## config.mk

```make
export PLATFORM = sky130hd
export DESIGN_NAME = pcx2mb_req_buf
export DESIGN_NICKNAME = d
export VERILOG_FILES = /design/src/rtl/pcx2mb_req_buf.sv
export SDC_FILE = /design/constraint.sdc
export NUM_CORES = 1
export LEC_CHECK = 0
export ABC_AREA = 1
export ABC_CLOCK_PERIOD_IN_PS = 25200
export CORE_UTILIZATION = 58
export CTS_BUF_LIST = sky130_fd_sc_hd__clkbuf_8
export CTS_CLUSTER_SIZE = 30
export DETAILED_ROUTE_END_ITERATION = 8
export PLACE_DENSITY = 0.95
export SYNTH_ARGS = -nofsm -noshare
export SYNTH_HDL_FRONTEND = slang
export SYNTH_SLANG_ARGS = --single-unit
export TNS_END_PERCENT = 30
```

## constraint.sdc

```tcl
create_clock -name rclk -period 25.2 [get_ports rclk]
set_input_delay 2.52 -clock rclk [delete_from_list [all_inputs] [get_ports rclk]]
set_output_delay 2.52 -clock rclk [all_outputs]
set_load 0.005 [all_outputs]
```

## src/rtl/pcx2mb_req_buf.sv

```systemverilog
// pcx2mb_req_buf: buffers PCX requests for one destination before they go
// to the MicroBlaze link FIFO. It captures the first packet in PA and the
// atomic second packet in PX, forwards packets in order, and returns one
// grant pulse for each packet it forwards.
module pcx2mb_req_buf #(
  parameter int PKT_W = 124,
  parameter int DEPTH = 3
) (
  input  logic             rclk,
  input  logic             reset,
  input  logic             pcx_req_pq,
  input  logic             pcx_atom_pq,
  input  logic [PKT_W-1:0] pcx_data_pa,
  input  logic             request_mask_pa,
  input  logic             mb_fifo_full,
  output logic             mb_fifo_wr,
  output logic [PKT_W-1:0] mb_fifo_data,
  output logic             pcx_req_pa,
  output logic             pcx_req_px,
  output logic             pcx_atom_px,
  output logic             pcx_grant_px,
  output logic             ovfl_err
);

  localparam int PTR_W = (DEPTH > 1) ? $clog2(DEPTH) : 1;
  localparam int CNT_W = $clog2(DEPTH + 1);

  // Request pipeline and control state
  logic             r_req_pa;
  logic             r_atom_pa;
  logic             r_req_px;
  logic             r_atom_px;
  logic             r_grant_px;
  logic             r_ovfl_err;
  logic [PTR_W-1:0] r_rd_ptr;
  logic [PTR_W-1:0] r_wr_ptr;
  logic [CNT_W-1:0] r_count;

  // Entry storage: packet payload plus a tag marking the first half of an atomic pair
  logic [PKT_W-1:0] r_data_mem [DEPTH];
  logic [DEPTH-1:0] r_atom_vec;

  logic w_wr_first;
  logic w_wr_second;
  logic w_wr;
  logic w_wr_atom;
  logic w_not_full;
  logic w_head_atom;
  logic w_pop;
  logic w_accept;
  logic w_ovfl_set;

  // Advance a buffer pointer, wrapping at DEPTH (DEPTH need not be a power of two)
  function automatic logic [PTR_W-1:0] ptr_inc(input logic [PTR_W-1:0] p);
    return (p == PTR_W'(DEPTH - 1)) ? '0 : p + PTR_W'(1);
  endfunction

  // The atomic second packet always wins; a masked PA request is dropped without a trace.
  assign w_wr_first  = r_req_pa && !request_mask_pa;
  assign w_wr_second = r_req_px && r_atom_px;
  assign w_wr        = w_wr_first || w_wr_second;
  assign w_wr_atom   = w_wr_second ? 1'b0 : r_atom_pa;

  // An atomic head waits for its partner so that both halves leave on consecutive cycles.
  assign w_not_full  = (r_count != CNT_W'(DEPTH));
  assign w_head_atom = r_atom_vec[r_rd_ptr];
  assign w_pop       = (r_count != '0) && !mb_fifo_full &&
                       (!w_head_atom || (r_count >= CNT_W'(2)));

  // When the buffer is full, a pop in the same cycle frees the slot the write needs.
  assign w_accept    = w_wr && (w_not_full || w_pop);
  assign w_ovfl_set  = (w_wr_first && w_wr_second) || (w_wr && !w_not_full && !w_pop);

  assign mb_fifo_wr   = w_pop;
  assign mb_fifo_data = r_data_mem[r_rd_ptr];
  assign pcx_req_pa   = r_req_pa;
  assign pcx_req_px   = r_req_px;
  assign pcx_atom_px  = r_atom_px;
  assign pcx_grant_px = r_grant_px;
  assign ovfl_err     = r_ovfl_err;

  // Request pipeline: PQ -> PA -> PX, with the atom flag carried alongside
  always_ff @(posedge rclk) begin
    if (reset) begin
      r_req_pa  <= 1'b0;
      r_atom_pa <= 1'b0;
      r_req_px  <= 1'b0;
      r_atom_px <= 1'b0;
    end else begin
      r_req_pa  <= pcx_req_pq;
      r_atom_pa <= pcx_atom_pq;
      r_req_px  <= r_req_pa;
      r_atom_px <= r_atom_pa;
    end
  end

  // Pointers, occupancy, grant and sticky overflow flag
  always_ff @(posedge rclk) begin
    if (reset) begin
      r_rd_ptr   <= '0;
      r_wr_ptr   <= '0;
      r_count    <= '0;
      r_grant_px <= 1'b0;
      r_ovfl_err <= 1'b0;
    end else begin
      if (w_pop) begin
        r_rd_ptr <= ptr_inc(r_rd_ptr);
      end
      if (w_accept) begin
        r_wr_ptr <= ptr_inc(r_wr_ptr);
      end
      case ({w_accept, w_pop})
        2'b10:   r_count <= r_count + CNT_W'(1);
        2'b01:   r_count <= r_count - CNT_W'(1);
        default: r_count <= r_count;
      endcase
      r_grant_px <= w_pop;
      if (w_ovfl_set) begin
        r_ovfl_err <= 1'b1;
      end
    end
  end

  // Entry write; contents need no reset because occupancy governs what is valid
  always_ff @(posedge rclk) begin
    if (w_accept) begin
      r_data_mem[r_wr_ptr] <= pcx_data_pa;
      r_atom_vec[r_wr_ptr] <= w_wr_atom;
    end
  end

endmodule

```

### After elaboration in Yosys (flattened, before gate mapping)

Memory sizes are Yosys's and may differ from the RTL's. A register that Yosys moved wholly into a read port is not among the register bits.
Cells that the tools add are included.

* bits in read-only memories: 0
* flip-flop bits (word level): 15
* logic and storage cells: 57
* input bits: 130
* bits in writable memories: 372
* bits in latches: 0
* memories: 1
* output and inout bits: 130

Memory list
* r_data_mem: depth 3, bits a word 124, read ports 1, clocked after memory_dff 1, write ports 1, RTL line 40 `logic [PKT_W-1:0] r_data_mem [DEPTH];`

* $lt $le $gt $ge: 4
* multipliers: 0
* bitwise gates (word level): 0
* equal/unequal tests: 5
* shifts and indexed selects: 0
* div/mod/pow operators: 0
* reductions and logical operators: 20
* $add $sub $neg: 4
* muxes and demuxes: 13

Operators with widths (number)
* logical AND 1 bit: 9
* two-way mux 2 bit: 4
* adder 2 x 1 -> 2 bit (second input constant): 3
* equality test 2 bit (second input constant): 3
* less-than comparator 2 x 3 -> 1 bit (second input constant): 2
* logical NOT 1 bit: 5
* two-way mux 1 bit: 5
* logical OR 1 bit: 4
* one-hot mux 2 bit (2 select lines): 1
* nonzero test 2 bit: 2
* bitwise mux 3 bit: 1
* binary-select mux 1 bit (select 2 bit): 1
* demux 1 bit (select 2 bit): 1
* equality test 2 x 1 -> 1 bit (second input constant): 1
* >= comparator 2 x 1 -> 1 bit (second input constant): 1
* >= comparator 2 bit (second input constant): 1
* inequality test 2 bit (second input constant): 1
* subtractor 2 x 1 -> 2 bit (second input constant): 1

### Logic depth before layout (Yosys ltp)

Gate-level depths: netlist (run 1).

* depth in word-level cells: 9
* gate-level depth with buffers: 10
* mapped depth without buffers: 10

### Least setup slack after synthesis (run 1)

OpenSTA, ideal clock, no wires.

* path type: input to register
* start: input port request_mask_pa
* end: register r_atom_vec[2], enable pin
* library setup time: 763 ps
* buffers on the path: 0
* required time: 24437 ps
* data arrival time: 11215 ps
* path slack: 13222 ps
* cell stages on the path: 3
* cell sequence: o21ai_1 nand2_1 nor3_1

* cells in the longest elaborated chain, start to end: 4

Ends and longest elaborated chain
* start, declared: RTL line 14 `input logic request_mask_pa,`
* logical NOT 1 bit: RTL line 59 `assign w_wr_first = r_req_pa && !request_mask_pa;`
* logical AND 1 bit: RTL line 59
* logical OR 1 bit: RTL line 61 `assign w_wr = w_wr_first || w_wr_second;`
* logical AND 1 bit: RTL line 71 `assign w_accept = w_wr && (w_not_full || w_pop);`
* end signal, assigned by index: RTL line 128 `r_atom_vec[r_wr_ptr] <= w_wr_atom;`
* end, declared: RTL line 41 `logic [DEPTH-1:0] r_atom_vec;`

Every way passes these cells.
A chain may end at the register's enable or synchronous reset.

### Worst setup path in the final report (run 1)

* start: input port mb_fifo_full
* end: output port mb_fifo_wr

* cells in the longest elaborated chain, start to end: 3

Ends and longest elaborated chain
* start, declared: RTL line 15 `input logic mb_fifo_full,`
* logical NOT 1 bit: RTL line 67 `assign w_pop = (r_count != '0) && !mb_fifo_full &&`
* logical AND 1 bit (2 in series): RTL line 67
* end, declared: RTL line 16 `output logic mb_fifo_wr,`

Every way passes these cells.

==> results by group, run 1 <==
Critical path
  • Cells along the critical path: clkdlybuf4s50_1, a21oi_4, nand2_4, inv_1, clkdlybuf4s50_1
  • CP max FO: 8
  • Most used cell, CP: clkdlybuf4s50_1
  • Worst path bufs/invs: 3
  • Req. time, crit path: 22.68 ns
  • Crit-path max cell delay: 0.49 ns
  • Crit start category: primary input
  • WS Path Type: in2out
  • Crit end category: output port
  • Crit-path slowest cell: clkdlybuf4s50_1
  • Critical Path AT: 3.88 ns
  • Delay-heaviest family, CP: buffers and inverters

Die
  • Site row count: 57
  • Core Box Area: 24200 sq um
  • Ports: 260
  • Die X: 159 um
  • Starting Density: 0.590
  • Die H: 159 um
  • Die area: 25300 sq um

Cells and area
  • Commonest non-fill, non-tap cells in the layout: 375 x edfxtp_1, 259 x clkdlybuf4s50_1, 256 x a21oi_1, 135 x nor2_1, 134 x nand2_1
  • Filler cell count: 1354
  • Non-filler cells, final: 1654
  • Layout cells sized above 1: 0.0707
  • Area delta synth->final: 26.9%
  • Area taken by multi-input logic gates: 2440 sq um
  • Util after Layout: 0.749
  • Register area: 11500 sq um
  • Final #Nets: 1412
  • Most common cell after layout, fill and taps aside: edfxtp_1
  • # diodes: 0

STA
  • Fmax: 156 MHz
  • Final Hold Vio Count: 0
  • # setup viols final: 0
  • Final hold slack: 0.471 ns
  • Post-route minimum period: 6.40 ns
  • Setup TNS: 0 ns
  • Slew headroom: 0.334
  • RSZ-0062 raised after global routing: false
  • Slew Viols, Final: 0
  • Worst-margin pin slew: 0.999 ns
  • Clock skew: 0.0234 ns
  • Fin crit share: 0.254

Detailed routing
  • DR vias: 9308
  • Detail Route Antenna Nets: 0
  • Remaining DRCs: 0
  • Iter 0 DRT Violations: 848
  • DR pass1 iterations: 5
  • Via/cell ratio: 5.63
  • Wire per inst: 19.8 um
  • Final WL: 32800 um

Clocking
  • Num Clock Sinks: 389
  • Worst-case clock buffer depth: 3
  • Clock Tree Root: clkbuf_8
  • Inserted Clock Buffers: 57
  • CTS tree: done
  • Postcts setup bufs: 0
  • Clk_lat worst skew: 0.57 ns
  • Cts hold-fix bufs: 0
  • Resized Gates After CTS: 0
  • Htree depth: 2
  • Reg clk slew, reported paths: 0.06 ns

Yosys
  • Seq/Total Area, Yosys: 0.806
  • Net count after synthesis: 1139
  • Top post-synthesis cells by area: edfxtp_1 79%, a21oi_1 8.9%, nor2_1 3.6%, nand2_1 3.5%, dfxtp_1 2.0%
  • Syn Area/Cell: 14.2 sq um
  • Post-synthesis cell count: 1009
  • Synth area leader: edfxtp_1
  • FF+latch count, synth: 389
  • Yosys cell types: 19
  • Top-area cell type share of the netlist area: 0.787
  • Mapped Area: 14300 sq um
  • Synth warn: 0

Placement
  • HPWL after DPL: 18900 um
  • Buffers on Ports: 259
  • Placed Cells incl. Taps: 1547
  • Gpl congestion: 0.755

Global routing
  • Vias in the first global route: 9504
  • Final global-route overflow total: 0
  • Pin count of the biggest net entering global routing: 72
  • First-pass GRT wire length: 49800 um
  • Antenna violations before repair: 0
  • Overall Global Routing Usage: 0.254

Outcome
  • Status: completed

Flow run
  • Max Cap Viol: 0

Power and ir drop
  • Pwr per Cell Area: 71.3 nW/um^2
  • Leakage: 6.40 nW
  • Peak supply drop: 0.0000519 V
  • Post-layout power: 1.29 mW

Hold path
  • Hold Path Class: reg2reg
-- worst min-delay path, delay by kind of cell, from the launching register on --
kind,cells,cell delay [ns]
DFF,1,0.30
and+or+nand+nor,1,0.05
buffers and inverters,1,0.08
-- synthesized netlist by cell type (all sizes together) --
cell and number:
edfxtp 375, nor2 137, nand3 5, inv 20
nand2 137, a21oi 257, clkbuf 17, nand4 1
dfxtp 14, o21ai 4, buf 38, xnor2 1
nor3 3
-- report_power, final --
part           total [mW]  switching [mW]  internal, mW
clock network       0.445           0.224         0.221
registers           0.728         0.00636         0.721
logic               0.123          0.0564        0.0661
total                1.29           0.287          1.01
-- cell families (layout without fill, tap and decap cells) --
kind of cell / Yosys count / in the layout / synth area share
AO/OA/AOI/OAI: 261 / 261 / 0.0920
AND/OR/NAND/NOR: 283 / 283 / 0.0763
XOR/XNOR: 1 / 1 / 0.000612
flip-flops: 389 / 389 / 0.806
buffers and inverters: 75 / 396 / 0.0249
-- final timing paths --
kind	startpoint	endpoint	slack [ns]	cells past startpoint
min	r_atom_pa$_SDFF_PP0_	pcx_atom_px$_SDFF_PP0_	0.47	2
max	mb_fifo_full	mb_fifo_wr	18.80	5
min reg2reg	r_atom_pa$_SDFF_PP0_	pcx_atom_px$_SDFF_PP0_	0.47	2
max reg2reg	pcx_req_px$_SDFF_PP0_	r_data_mem[0][38]$_DFFE_PP_	22.84	7
-- registers in the layout (all words and copies together), names as in the netlist, named ones only --
| signal | cells |
|---|---|
| r_data_mem | 372 |
| r_atom_vec | 3 |
| r_count | 2 |
| r_rd_ptr | 2 |
| r_wr_ptr | 2 |
| ovfl_err | 1 |
| pcx_atom_px | 1 |
| pcx_grant_px | 1 |
| pcx_req_pa | 1 |
| pcx_req_px | 1 |
| r_atom_pa | 1 |
-- through the flow --
stage	worst slack (ns)	instance area, sq um
6_report	18.80	18200
2_1_floorplan	13.22	14300
3_5_place_dp	18.82	17100
4_1_cts	18.82	18200
5_1_grt	18.76	18200
3_3_place_gp	18.86	17100
-- metal layers --
| layer | routed length, um | GRT usage |
|---|---|---|
| met5 | 0 | 0 |
| met4 | 739 | 0.0760 |
| met3 | 3170 | 0.0630 |
| met2 | 16600 | 0.436 |
| met1 | 12300 | 0.321 |
-- cell type report --
cell class	count	area share
clock buffers	60	0.0455
multi-input cells	545	0.134
well taps	324	0.0223
clock inverters	47	0.0110
inverters	20	0.00441
repair buffers	269	0.147
flip-flops and latches	389	0.636
Power figures use the tool's default switching activity.
==> inputs of run 2 (changes only) <==
--- a/config.mk
+++ b/config.mk
@@ -6,12 +6,12 @@
 export NUM_CORES = 1
 export LEC_CHECK = 0
 export ABC_AREA = 1
-export ABC_CLOCK_PERIOD_IN_PS = 25200
-export CORE_UTILIZATION = 58
+export ABC_CLOCK_PERIOD_IN_PS = 6100
+export CORE_UTILIZATION = 54
 export CTS_BUF_LIST = sky130_fd_sc_hd__clkbuf_8
 export CTS_CLUSTER_SIZE = 30
 export DETAILED_ROUTE_END_ITERATION = 8
-export PLACE_DENSITY = 0.95
+export PLACE_DENSITY = 0.9
 export SYNTH_ARGS = -nofsm -noshare
 export SYNTH_HDL_FRONTEND = slang
 export SYNTH_SLANG_ARGS = --single-unit
==> constraint.sdc (replaced) <==
create_clock -name rclk -period 6.1 [get_ports rclk]
set_input_delay 0.61 -clock rclk [delete_from_list [all_inputs] [get_ports rclk]]
set_output_delay 0.61 -clock rclk [all_outputs]
set_load 0.005 [all_outputs]
==> results by group, run 2 (same netlist as run 1, synthesis figures left out) <==
Critical path
  • Worst Reg-to-Reg Cells: 7
  • Req. time, crit path: 5.49 ns
  • Reg-to-reg endpoint: r_data_mem[0][73]$_DFFE_PP_
  • WS Path Type: reg2out
  • Critical Path AT: 3.47 ns
  • Crit start category: flip-flop
  • Reg-to-reg setup timing slack: 3.66 ns
  • Worst r2r src: pcx_req_px$_SDFF_PP0_
  • CP max FO: 81
  • Crit end category: output port

Clocking
  • Clock Tree Root: clkbuf_8
  • Worst-case clock buffer depth: 3
  • Inserted Clock Buffers: 57
  • Num Clock Sinks: 389
  • Postcts setup bufs: 0
  • Resized Gates After CTS: 0
  • Clk_lat worst skew: 0.57 ns
  • Htree depth: 2
  • Reg clk slew, reported paths: 0.06 ns
  • CTS tree: done
  • Cts hold-fix bufs: 0

Cells and area
  • Final #Nets: 1412
  • Design Area, Final: 18200 sq um
  • Largest register FFs: 372
  • Area delta synth->final: 26.9%
  • Most common cell after layout, fill and taps aside: edfxtp_1
  • Most flop-heavy register: r_data_mem
  • Util after Layout: 0.697
  • Layout cells sized above 1: 0.0634
  • Commonest non-fill, non-tap cells in the layout: 375 x edfxtp_1, 259 x clkdlybuf4s50_1, 256 x a21oi_1, 135 x nor2_1, 134 x nand2_1
  • Biggest regs: r_data_mem: 372 flops, r_atom_vec: 3 flops

Placement
  • Gpl congestion: 0.745
  • Buffers on Ports: 259
  • HPWL after DPL: 20100 um
  • DP Area: 17200 sq um
  • Pre-CTS setup slack: 2.59 ns

STA
  • Setup TNS: 0 ns
  • # setup viols final: 0
  • Final Hold Vio Count: 0
  • Fmax: 245 MHz
  • Clock skew: 0.0219 ns
  • RSZ-0062 raised after global routing: false
  • Slew headroom: 0.335
  • Post-route minimum period: 4.08 ns
  • Fin crit share: 0.668
  • Slew Viols, Final: 0
  • Worst-margin pin slew: 0.998 ns
  • Worst Setup Slack, final: 2.02 ns

Global routing
  • Vias in the first global route: 9453
  • Final global-route overflow total: 0
  • First-pass GRT wire length: 50300 um
  • Antenna violations before repair: 1
  • Pin count of the biggest net entering global routing: 82
  • Overall Global Routing Usage: 0.245

Hold path
  • Hold path endpoint: pcx_atom_px$_SDFF_PP0_
  • Hold Path Class: reg2reg
  • Hold Path Cell Cnt: 2
  • Worst hold start: r_atom_pa$_SDFF_PP0_

Detailed routing
  • Remaining DRCs: 0
  • Uppermost layer routed: met4
  • Via/cell ratio: 5.62
  • Detail Route Antenna Nets: 0
  • DR vias: 9330
  • Met1 WL: 12700 um
  • Final WL: 33600 um
  • Metal3 WL: 3240 um
  • DR pass1 iterations: 5
  • Iter 0 DRT Violations: 943
  • Met2 routed WL: 16900 um
  • Wire per inst: 20.2 um

Power and ir drop
  • Leakage: 6.37 nW
  • Post-layout power: 5.30 mW
  • Pwr per Cell Area: 292 nW/um^2
  • Peak supply drop: 0.000202 V

Die
  • Ports: 260
  • Die H: 165 um
  • Starting Density: 0.549
  • Die X: 165 um
  • Core Box Area: 26100 sq um
  • Site row count: 59
  • Die area: 27200 sq um

Flow run
  • Max Cap Viol: 0

Outcome
  • Status: completed
==> run 2: worst max path at each step <==
| stage | start | endpoint |
|---|---|---|
| final | flip-flop | mb_fifo_data[114] |
| after global placement | flip-flop | mb_fifo_data[110] |
| after CTS | flip-flop | mb_fifo_data[94] |
| after detailed placement | flip-flop | mb_fifo_data[114] |
| after floorplan | request_mask_pa | r_atom_vec[0]$_DFFE_PP_ |
| after global routing | flip-flop | mb_fifo_data[94] |
==> run 2: final cells by class <==
class	instances	area [sq um]
Clock inverter	43	168
Multi-Input combinational cell	545	2440
Tap cell	335	419
Antenna cell	1	2.50
Inverter	20	80.1
Sequential cell	389	11500
Timing Repair Buffer	269	2690
Clock buffer	59	812
Fill cell	1656	7890
==> run 2: stage by stage <==
stage	hold slack [ns]	instances
floorplan	0.411	1009
global placement	0.415	1558
detailed placement	0.446	1558
CTS	0.450	1660
global route	0.461	1660
finish	0.451	1661
==> run 2: critical path: stages (launching register included) <==
cell,delay [ns]
dfxtp_4,0.53
inv_4,0.74
buf_4,0.57
nand2_1,0.12
a21oi_1,0.27
clkdlybuf4s50_1,0.56
==> run 2: layer usage <==
| metal | GRT usage | vias to the layer above |
|---|---|---|
| met5 | 0 | - |
| met4 | 0.0755 | 0 |
| met3 | 0.0595 | 58 |
| met2 | 0.420 | 489 |
| met1 | 0.307 | 4577 |
| li1 | - | 4206 |
==> run 2: power by group <==
| group | total (mW) | internal (mW) | switching [mW] |
|---|---|---|---|
| sequential | 3.01 | 2.98 | 0.0262 |
| combinational | 0.509 | 0.274 | 0.235 |
| clock | 1.79 | 0.887 | 0.900 |
